==> src/rtl/huff_enc_scheduler.sv <==
// Round-robin scheduler sharing one huff_encoder among N_REQ requesters.
// Streams a NSYM-symbol job into the encoder, captures its output words and returns them.
module huff_enc_scheduler #(
    parameter int N_REQ   = 4,
    parameter int NSYM    = 3,
    parameter int TIMEOUT = 64,
    parameter int IDW     = 2
) (
    input  logic                      clk,
    input  logic                      reset,
    input  logic [N_REQ-1:0]          req_valid,
    input  logic [N_REQ*NSYM*8-1:0]   req_char,
    input  logic [N_REQ*NSYM*3-1:0]   req_freq,
    output logic [N_REQ-1:0]          req_ready,
    output logic [11:0]               enc_io_in,
    input  logic [11:0]               enc_io_out,
    output logic                      enc_reset,
    output logic                      rsp_valid,
    input  logic                      rsp_ready,
    output logic [IDW-1:0]            rsp_id,
    output logic [NSYM*5-1:0]         rsp_char,
    output logic [NSYM*3-1:0]         rsp_mask,
    output logic [NSYM*3-1:0]         rsp_code,
    output logic                      rsp_err
);

    localparam int WDW = $clog2(TIMEOUT) + 1;
    localparam int SW  = $clog2(2*NSYM) + 1;

    typedef enum logic [2:0] {IDLE, FEED, WAIT, CAPTURE, RESP, FLUSH} state_t;

    state_t             state;
    logic [IDW-1:0]     rr_ptr;
    logic [WDW-1:0]     wdog;
    logic [SW-1:0]      idx;
    logic               hold;
    logic               flush_cnt;
    logic [NSYM*8-1:0]  job_char;
    logic [NSYM*3-1:0]  job_freq;

    logic               grant_any;
    logic [IDW-1:0]     grant_id;
    logic [IDW-1:0]     rr_next;
    logic [IDW:0]       cand;

    // First requesting index at or after rr_ptr, wrapping modulo N_REQ.
    always_comb begin
        grant_any = 1'b0;
        grant_id  = '0;
        cand      = '0;
        for (int unsigned i = 0; i < N_REQ; i++) begin
            cand = {1'b0, rr_ptr} + (IDW+1)'(i);
            if (cand >= (IDW+1)'(N_REQ))
                cand = cand - (IDW+1)'(N_REQ);
            if (!grant_any && req_valid[cand[IDW-1:0]]) begin
                grant_any = 1'b1;
                grant_id  = cand[IDW-1:0];
            end
        end
        rr_next = (grant_id == IDW'(N_REQ-1)) ? '0 : grant_id + 1'b1;
    end

    always_ff @(posedge clk) begin
        if (reset) begin
            state     <= IDLE;
            rr_ptr    <= '0;
            wdog      <= '0;
            idx       <= '0;
            hold      <= 1'b0;
            flush_cnt <= 1'b0;
            job_char  <= '0;
            job_freq  <= '0;
            req_ready <= '0;
            enc_io_in <= '0;
            enc_reset <= 1'b0;
            rsp_valid <= 1'b0;
            rsp_id    <= '0;
            rsp_char  <= '0;
            rsp_mask  <= '0;
            rsp_code  <= '0;
            rsp_err   <= 1'b0;
        end else begin
            req_ready <= '0;
            case (state)
                IDLE: begin
                    enc_io_in <= '0;
                    if (hold) begin
                        hold <= 1'b0;
                    end else if (grant_any) begin
                        req_ready[grant_id] <= 1'b1;
                        rsp_id    <= grant_id;
                        rr_ptr    <= rr_next;
                        job_char  <= req_char[grant_id*NSYM*8 +: NSYM*8];
                        job_freq  <= req_freq[grant_id*NSYM*3 +: NSYM*3];
                        // Symbol 0 is driven straight from the inputs so FEED spans exactly NSYM cycles.
                        enc_io_in <= {1'b1, req_freq[grant_id*NSYM*3 +: 3], req_char[grant_id*NSYM*8 +: 8]};
                        idx       <= SW'(1);
                        state     <= FEED;
                    end
                end
                FEED: begin
                    if (idx == SW'(NSYM)) begin
                        enc_io_in <= '0;
                        wdog      <= '0;
                        state     <= WAIT;
                    end else begin
                        enc_io_in <= {1'b1, job_freq[idx*3 +: 3], job_char[idx*8 +: 8]};
                        idx       <= idx + 1'b1;
                    end
                end
                WAIT: begin
                    if (enc_io_out[8]) begin
                        rsp_char[4:0] <= enc_io_out[4:0];
                        idx           <= SW'(1);
                        state         <= CAPTURE;
                    end else if (wdog == WDW'(TIMEOUT-1)) begin
                        enc_reset <= 1'b1;
                        flush_cnt <= 1'b0;
                        state     <= FLUSH;
                    end else begin
                        wdog <= wdog + 1'b1;
                    end
                end
                CAPTURE: begin
                    if (!enc_io_out[8]) begin
                        enc_reset <= 1'b1;
                        flush_cnt <= 1'b0;
                        state     <= FLUSH;
                    end else begin
                        if (idx[0]) begin
                            rsp_mask[(idx >> 1)*3 +: 3] <= enc_io_out[5:3];
                            rsp_code[(idx >> 1)*3 +: 3] <= enc_io_out[2:0];
                        end else begin
                            rsp_char[(idx >> 1)*5 +: 5] <= enc_io_out[4:0];
                        end
                        if (idx == SW'(2*NSYM-1)) begin
                            rsp_valid <= 1'b1;
                            // Registered grant adds one more cycle, keeping FEED >= 2 cycles behind this word.
                            hold      <= 1'b1;
                            state     <= RESP;
                        end else begin
                            idx <= idx + 1'b1;
                        end
                    end
                end
                RESP: begin
                    hold <= 1'b0;
                    if (rsp_ready) begin
                        rsp_valid <= 1'b0;
                        rsp_err   <= 1'b0;
                        state     <= IDLE;
                    end
                end
                FLUSH: begin
                    rsp_id   <= '0;
                    rsp_char <= '0;
                    rsp_mask <= '0;
                    rsp_code <= '0;
                    if (!flush_cnt) begin
                        flush_cnt <= 1'b1;
                    end else begin
                        enc_reset <= 1'b0;
                        rsp_valid <= 1'b1;
                        rsp_err   <= 1'b1;
                        state     <= RESP;
                    end
                end
                default: state <= IDLE;
            endcase
        end
    end

endmodule

==> config.mk <==
export PLATFORM = sky130hd
export DESIGN_NAME = huff_enc_scheduler
export DESIGN_NICKNAME = d
export VERILOG_FILES = /design/src/rtl/huff_enc_scheduler.sv
export SDC_FILE = /design/constraint.sdc
export NUM_CORES = 1
export LEC_CHECK = 0
export BUFFER_PORTS_ARGS = -buffer_cell sky130_fd_sc_hd__buf_2
export CAP_MARGIN = 20
export CORE_MARGIN = 5
export CORE_UTILIZATION = 53
export DETAILED_ROUTE_END_ITERATION = 12
export PLACE_DENSITY = 0.94
export SLEW_MARGIN = 20
export SYNTH_ARGS = -nofsm -noshare
export SYNTH_HDL_FRONTEND = slang
export SYNTH_SLANG_ARGS = --single-unit
==> constraint.sdc <==
create_clock -name clk -period 5.9 [get_ports clk]
set_input_delay 0.885 -clock clk [delete_from_list [all_inputs] [get_ports clk]]
set_output_delay 0.885 -clock clk [all_outputs]
set_load 0.02 [all_outputs]
# Word level (Yosys, flattened, before mapping)
# Index checks and enable logic that the tools add are counted.
[word_totals] ff_bits=105 in_bits=151
[classes] addsub=12 multipliers=5 order_cmp=10 n_eq_ne=27 n_shift=11 muxes=81 bitwise_logic=3 n_reduce_logical=32
[ops] cell="$shiftx A96 B8 Y24" n=1
[ops] cell="$shiftx A96 B8 Y8" n=1
[ops] cell="$shiftx A3 B34 Y9" n=2
[ops] cell="$mux W12" n=3
[ops] cell="$mux W9" n=4
[ops] cell="$pmux W9 S2" n=2
[ops] cell="$shiftx A36 B7 Y3" n=1
[ops] cell="$shiftx A36 B7 Y9" n=1
[ops] cell="$neg A5 Y34" n=1
[ops] cell="$neg A6 Y34" n=1
[ops] cell="$shift A3 B34 Y9 const A" n=1
[ops] cell="$shift A5 B34 Y15 const A" n=1
[ops] cell="$shiftx A5 B34 Y15" n=1
[ops] cell="$ne A2 B2 Y1 const B" n=16
[ops] cell="$mux W15" n=2
[ops] cell="$mux W3" n=9
[ops] cell="$mux W4" n=6
[ops] cell="$pmux W12 S2" n=1
[ops] cell="$shiftx A24 B8 Y8" n=1
[ops] cell="$mux W2" n=11
[ops] cell="$mux W7" n=3
[ops] cell="$mux W1" n=20
[ops] cell="$pmux W10 S2" n=1
[ops] cell="$bwmux W9" n=2
[ops] cell="other kinds (47)" n=89

# Longest topological paths before layout
[depth] depth_word=20 mapped_depth=16 ltp_nobuf=12

# Least setup slack after synthesis
# Ideal clock, no wire load.
[synth_path] path_type="in2reg" start="in req_valid[0]" end="reg job_freq[0]" t_arrival_ns=4.318 slack_ns=1.443 cell_stages=11 cell_sequence="nor2b_1 -> or4_4 -> nand2_8 -> buf_2 -> clkbuf_1 -> ha_1 -> buf_2 -> buf_1 -> mux4_2 -> a2111oi_0 -> o32ai_2"
[synth_via] elab_chain_cells=15 word_cells_on_any_way=26 classes_between="mul (2); shift (1); mux (16); reduce/logical (7)"
[synth_lines] item="start: declaration" line="11" text="input logic [N_REQ-1:0] req_valid,"
[synth_lines] item="$bmux W1 S2" line="55" text="if (!grant_any && req_valid[cand[IDW-1:0]]) begin"
[synth_lines] item="$mux W1 (implied by the code)" line="55"
[synth_lines] item="$mux W1" line="55"
[synth_lines] item="$logic_not A1 Y1" line="55"
[synth_lines] item="$logic_and A1 B1 Y1" line="55"
[synth_lines] item="$mux W1" line="55"
[synth_lines] item="$logic_not A1 Y1" line="55"
[synth_lines] item="$logic_and A1 B1 Y1" line="55"
[synth_lines] item="$mux W1" line="55"
[synth_lines] item="$logic_not A1 Y1" line="55"
[synth_lines] item="$logic_and A1 B1 Y1" line="55"
[synth_lines] item="$mux W2" line="55"
[synth_lines] item="$mul A2 B2 Y4" line="94" text="job_freq <= req_freq[grant_id*NSYM*3 +: NSYM*3];"
[synth_lines] item="$mul A4 B2 Y6" line="94"
[synth_lines] item="$shiftx A36 B7 Y9" line="94"
[synth_lines] item="end signal: assignment" line="94"
[synth_lines] item="end: declaration" line="39" text="logic [NSYM*3-1:0] job_freq;"
# Parallel ways exist; a longest one is shown, timed or not. The select of a mux whose other input is x is not followed.
# A chain may end at the register's enable or synchronous reset.

# Worst setup path after layout
# Same ends and word-level chain as after synthesis.

==> metrics.md <==
| Metric | Value |
|---|---|
| CP endpoint kind | register |
| CP cell instances | buf_2 -> nor2b_1 -> or4_4 -> nand2_8 -> ha_1 -> clkinv_1 -> mux4_2 -> or3_1 -> o311ai_0 -> o32ai_2 |
| Area contributors post-synth | dfxtp_1 31%, mux2i_1 11%, mux4_2 8.6%, nand2_1 6.2%, nor2_1 4.4% |
| Height of the die | 123 um |
| Sinks on Clock Net | 105 |
| DR WL/cell | 18.4 um |
| Core footprint | 12600 um2 |
| Sequential share of power | 24.6% |
| Pwr Density | 515 nW/um2 |
| Largest net degree at the start of global routing | 65 |
| RD Place Congestion | 1.00 |
| Leakage Power | 0.00352 uW |
| Most common cell in the netlist | nand2_1 |
| I/O pin cnt | 205 |
| Setup bufs post-CTS | 0 |
| Status | complete, no violations |
| Number of vias per cell | 6.21 |
| Clock power share | 13.9% |
| Syn_nets | 980 |
| Dpl hpwl | 15600 um |
| GRT Util Overall | 27.5% |
| Worst path max stage delay | 690 ps |
| Crit start category | input pin |
| Clock transition at the registers of the reported paths | 70 ps |
| Required time worst endpoint | 6100 ps |
| Fin Clk Skew | 8.48 ps |
| Non-filler cells, final | 1156 |
| # placed instances | 1141 |
| DRT iter0 DRCs | 845 |
| Post-synth ARST share | 0% |
| Initial antenna violation count | 0 |
| Tmin final | 4280 ps |
| Unrepaired setup endpoints after global routing | no |
| Syn Area/Cell | 8.31 um2 |
| Total negative setup slack | 0 ps |
| Drt pass-1 iters | 6 |
| Prevailing post-synth register cell | dfxtp_1 |
| Hold Buf Count CTS | 0 |
| Most instantiated cells after synthesis | 112 x nand2_1, 105 x dfxtp_1, 80 x nor2_1 |
| Final ANT Viol Nets | 0 |
| Final hold vios | 0 |
| Clock root buffer | clkbuf_16 |
| CTS Buf Count | 9 |
| Synth Warn # | 0 |
| Post-Route WL | 21200 um |
| Diodes inserted | 0 |
| Vias | 7177 |
| Syn Inst Count | 816 |
| Fillcell total | 1031 |
| Cell Int Power | 2240 uW |
| H-Tree Level Count | 3 |
| Psw | 1960 uW |
| DIE WIDTH | 123 um |
| Worst Tran Pin Value | 1060 ps |
| Kind of critical path | in2reg |
| Critical Path Fanout Max | 40 |
| Max_slew headroom | 29.5% |
| CTS Buffer Depth | 2 |
| Residual DRC count | 0 |
| Netlist cell types | 61 |
| Post-CTS sizing | 0 |
| Worst Path Arrival | 4470 ps |
| Comb pwr share | 61.5% |
| Post-synth EDFFs | 0 |
| CTS tree | yes |
| Fmax | 234 MHz |
| Maxcap violations | 0 |
| Yosys reg bits | 105 |
| Seq/Total Area, Yosys | 31.0% |
| Synthesized area | 6780 um2 |
| Worst path slowest cell | mux4_2 |
| Post-synth top area cell | dfxtp_1 |
| Max VDD drop | 284 uV |
| Final net count | 1144 |
| Final Max Slew Viols | 0 |
| First-pass GRT wire length | 33400 um |
| Cell Rows | 41 |
| Port bufs | 199 |
| Sw frac | 46.7% |
| Starting density of the core | 54.0% |
| Vias in the first global route | 6919 |
| Die area | 15200 um2 |
| Worst-Skew Late Latency | 340 ps |
| Top-area cell type share of the netlist area | 31.0% |
| HP Class | reg2reg |
| Final Cycle Share | 72.5% |
| Grt ovf | 0 |
| Final setup vio count | 0 |
| Layout area overhead | 20.1% |
| Share of layout cells above drive strength 1 | 26.7% |
## registers in the layout (all words and copies together), names as in the netlist
register and cells:
job_char 24, rsp_char 15, enc_io_in 12, job_freq 9, rsp_code 9, rsp_mask 9, wdog 7, idx 4
req_ready 4, state 3, rr_ptr 2, rsp_id 2, enc_reset 1, flush_cnt 1, hold 1, rsp_err 1
rsp_valid 1
## layout make-up
cell class	count	area, um2	area share, %
clock inverters	4	53.8	0.661
repair buffers	210	1080	13.2
multi-input cells	642	4420	54.2
well taps	172	215	2.64
flip-flops and latches	105	2100	25.8
clock buffers	11	233	2.86
inverters	12	47.5	0.584
## layer usage
layer / vias to the layer above / wire length (um) / global-route usage (%)
met1: 3345 / 8230 / 33.6
li1: 3363 / - / -
met3: 84 / 1800 / 6.36
met5: - / 0 / 0
met4: 0 / 840 / 12.4
met2: 385 / 10300 / 46.3
## kinds of logic (layout without fill, tap and decap cells)
group	Yosys count	in the layout	synth area share, %
simple gates	312	312	20.9
fa+ha+maj	13	13	2.40
buf+inv	69	237	4.28
flops	105	105	31.0
mux	108	108	20.8
xor+xnor	8	8	1.03
compound gates	201	201	19.6
## critical path: cells and delay by family
kind            cells  cell delay, ps
fa+ha+maj           1             490
simple gates        4            1340
buf+inv             2             740
mux                 1             690
compound gates      2             300
## final timing paths
kind,startpoint,end,slack (ps),depth (start not counted)
worst max-delay path,req_valid[0],job_freq[0],1620,10
worst min-delay path,rsp_char[4],rsp_char[4],450,2
worst max register to register,rr_ptr[1],job_freq[0],1940,9
worst min register to register,rsp_char[4],rsp_char[4],450,2
## power groups by stage
| stage | combinational (uW) | sequential [uW] | clock [uW] |
|---|---|---|---|
| 2_1_floorplan | 1900 | 1040 | 0 |
| 5_1_grt | 2800 | 1050 | 624 |
| 6_report | 2580 | 1030 | 583 |
| 3_5_place_dp | 2510 | 1040 | 0 |
| 4_1_cts | 2530 | 1030 | 595 |
| 3_3_place_gp | 2470 | 1030 | 0 |
## metrics by stage
step / hold slack [ps] / cell area [um2] / setup WS, ps / utilization [%] / total power (uW)
after global placement: 436 / 7850 / 1390 / 62.5 / 3500
after CTS: 455 / 8140 / 1640 / 64.7 / 4150
after detailed placement: 445 / 7850 / 1270 / 62.5 / 3550
final: 451 / 8150 / 1620 / 64.8 / 4190
after global routing: 472 / 8150 / 1330 / 64.8 / 4470
after floorplan: 436 / 6780 / 1440 / - / 2940
## cell usage in the layout, fill, tap and decap left out, drive strengths merged, types with 11 or more instances in the layout
| cell type | n |
|---|---|
| ha | 13 |
| nand4 | 11 |
| o21ai | 28 |
| nor3 | 42 |
| a22oi | 32 |
| clkbuf | 11 |
| mux2i | 77 |
| a21oi | 59 |
| nor2 | 80 |
| buf | 210 |
| a211oi | 14 |
| o22ai | 13 |
| nand3 | 27 |
| dfxtp | 105 |
| mux4 | 26 |
| inv | 11 |
| nand2 | 113 |
No activity file was read; power rests on OpenSTA's default activity.
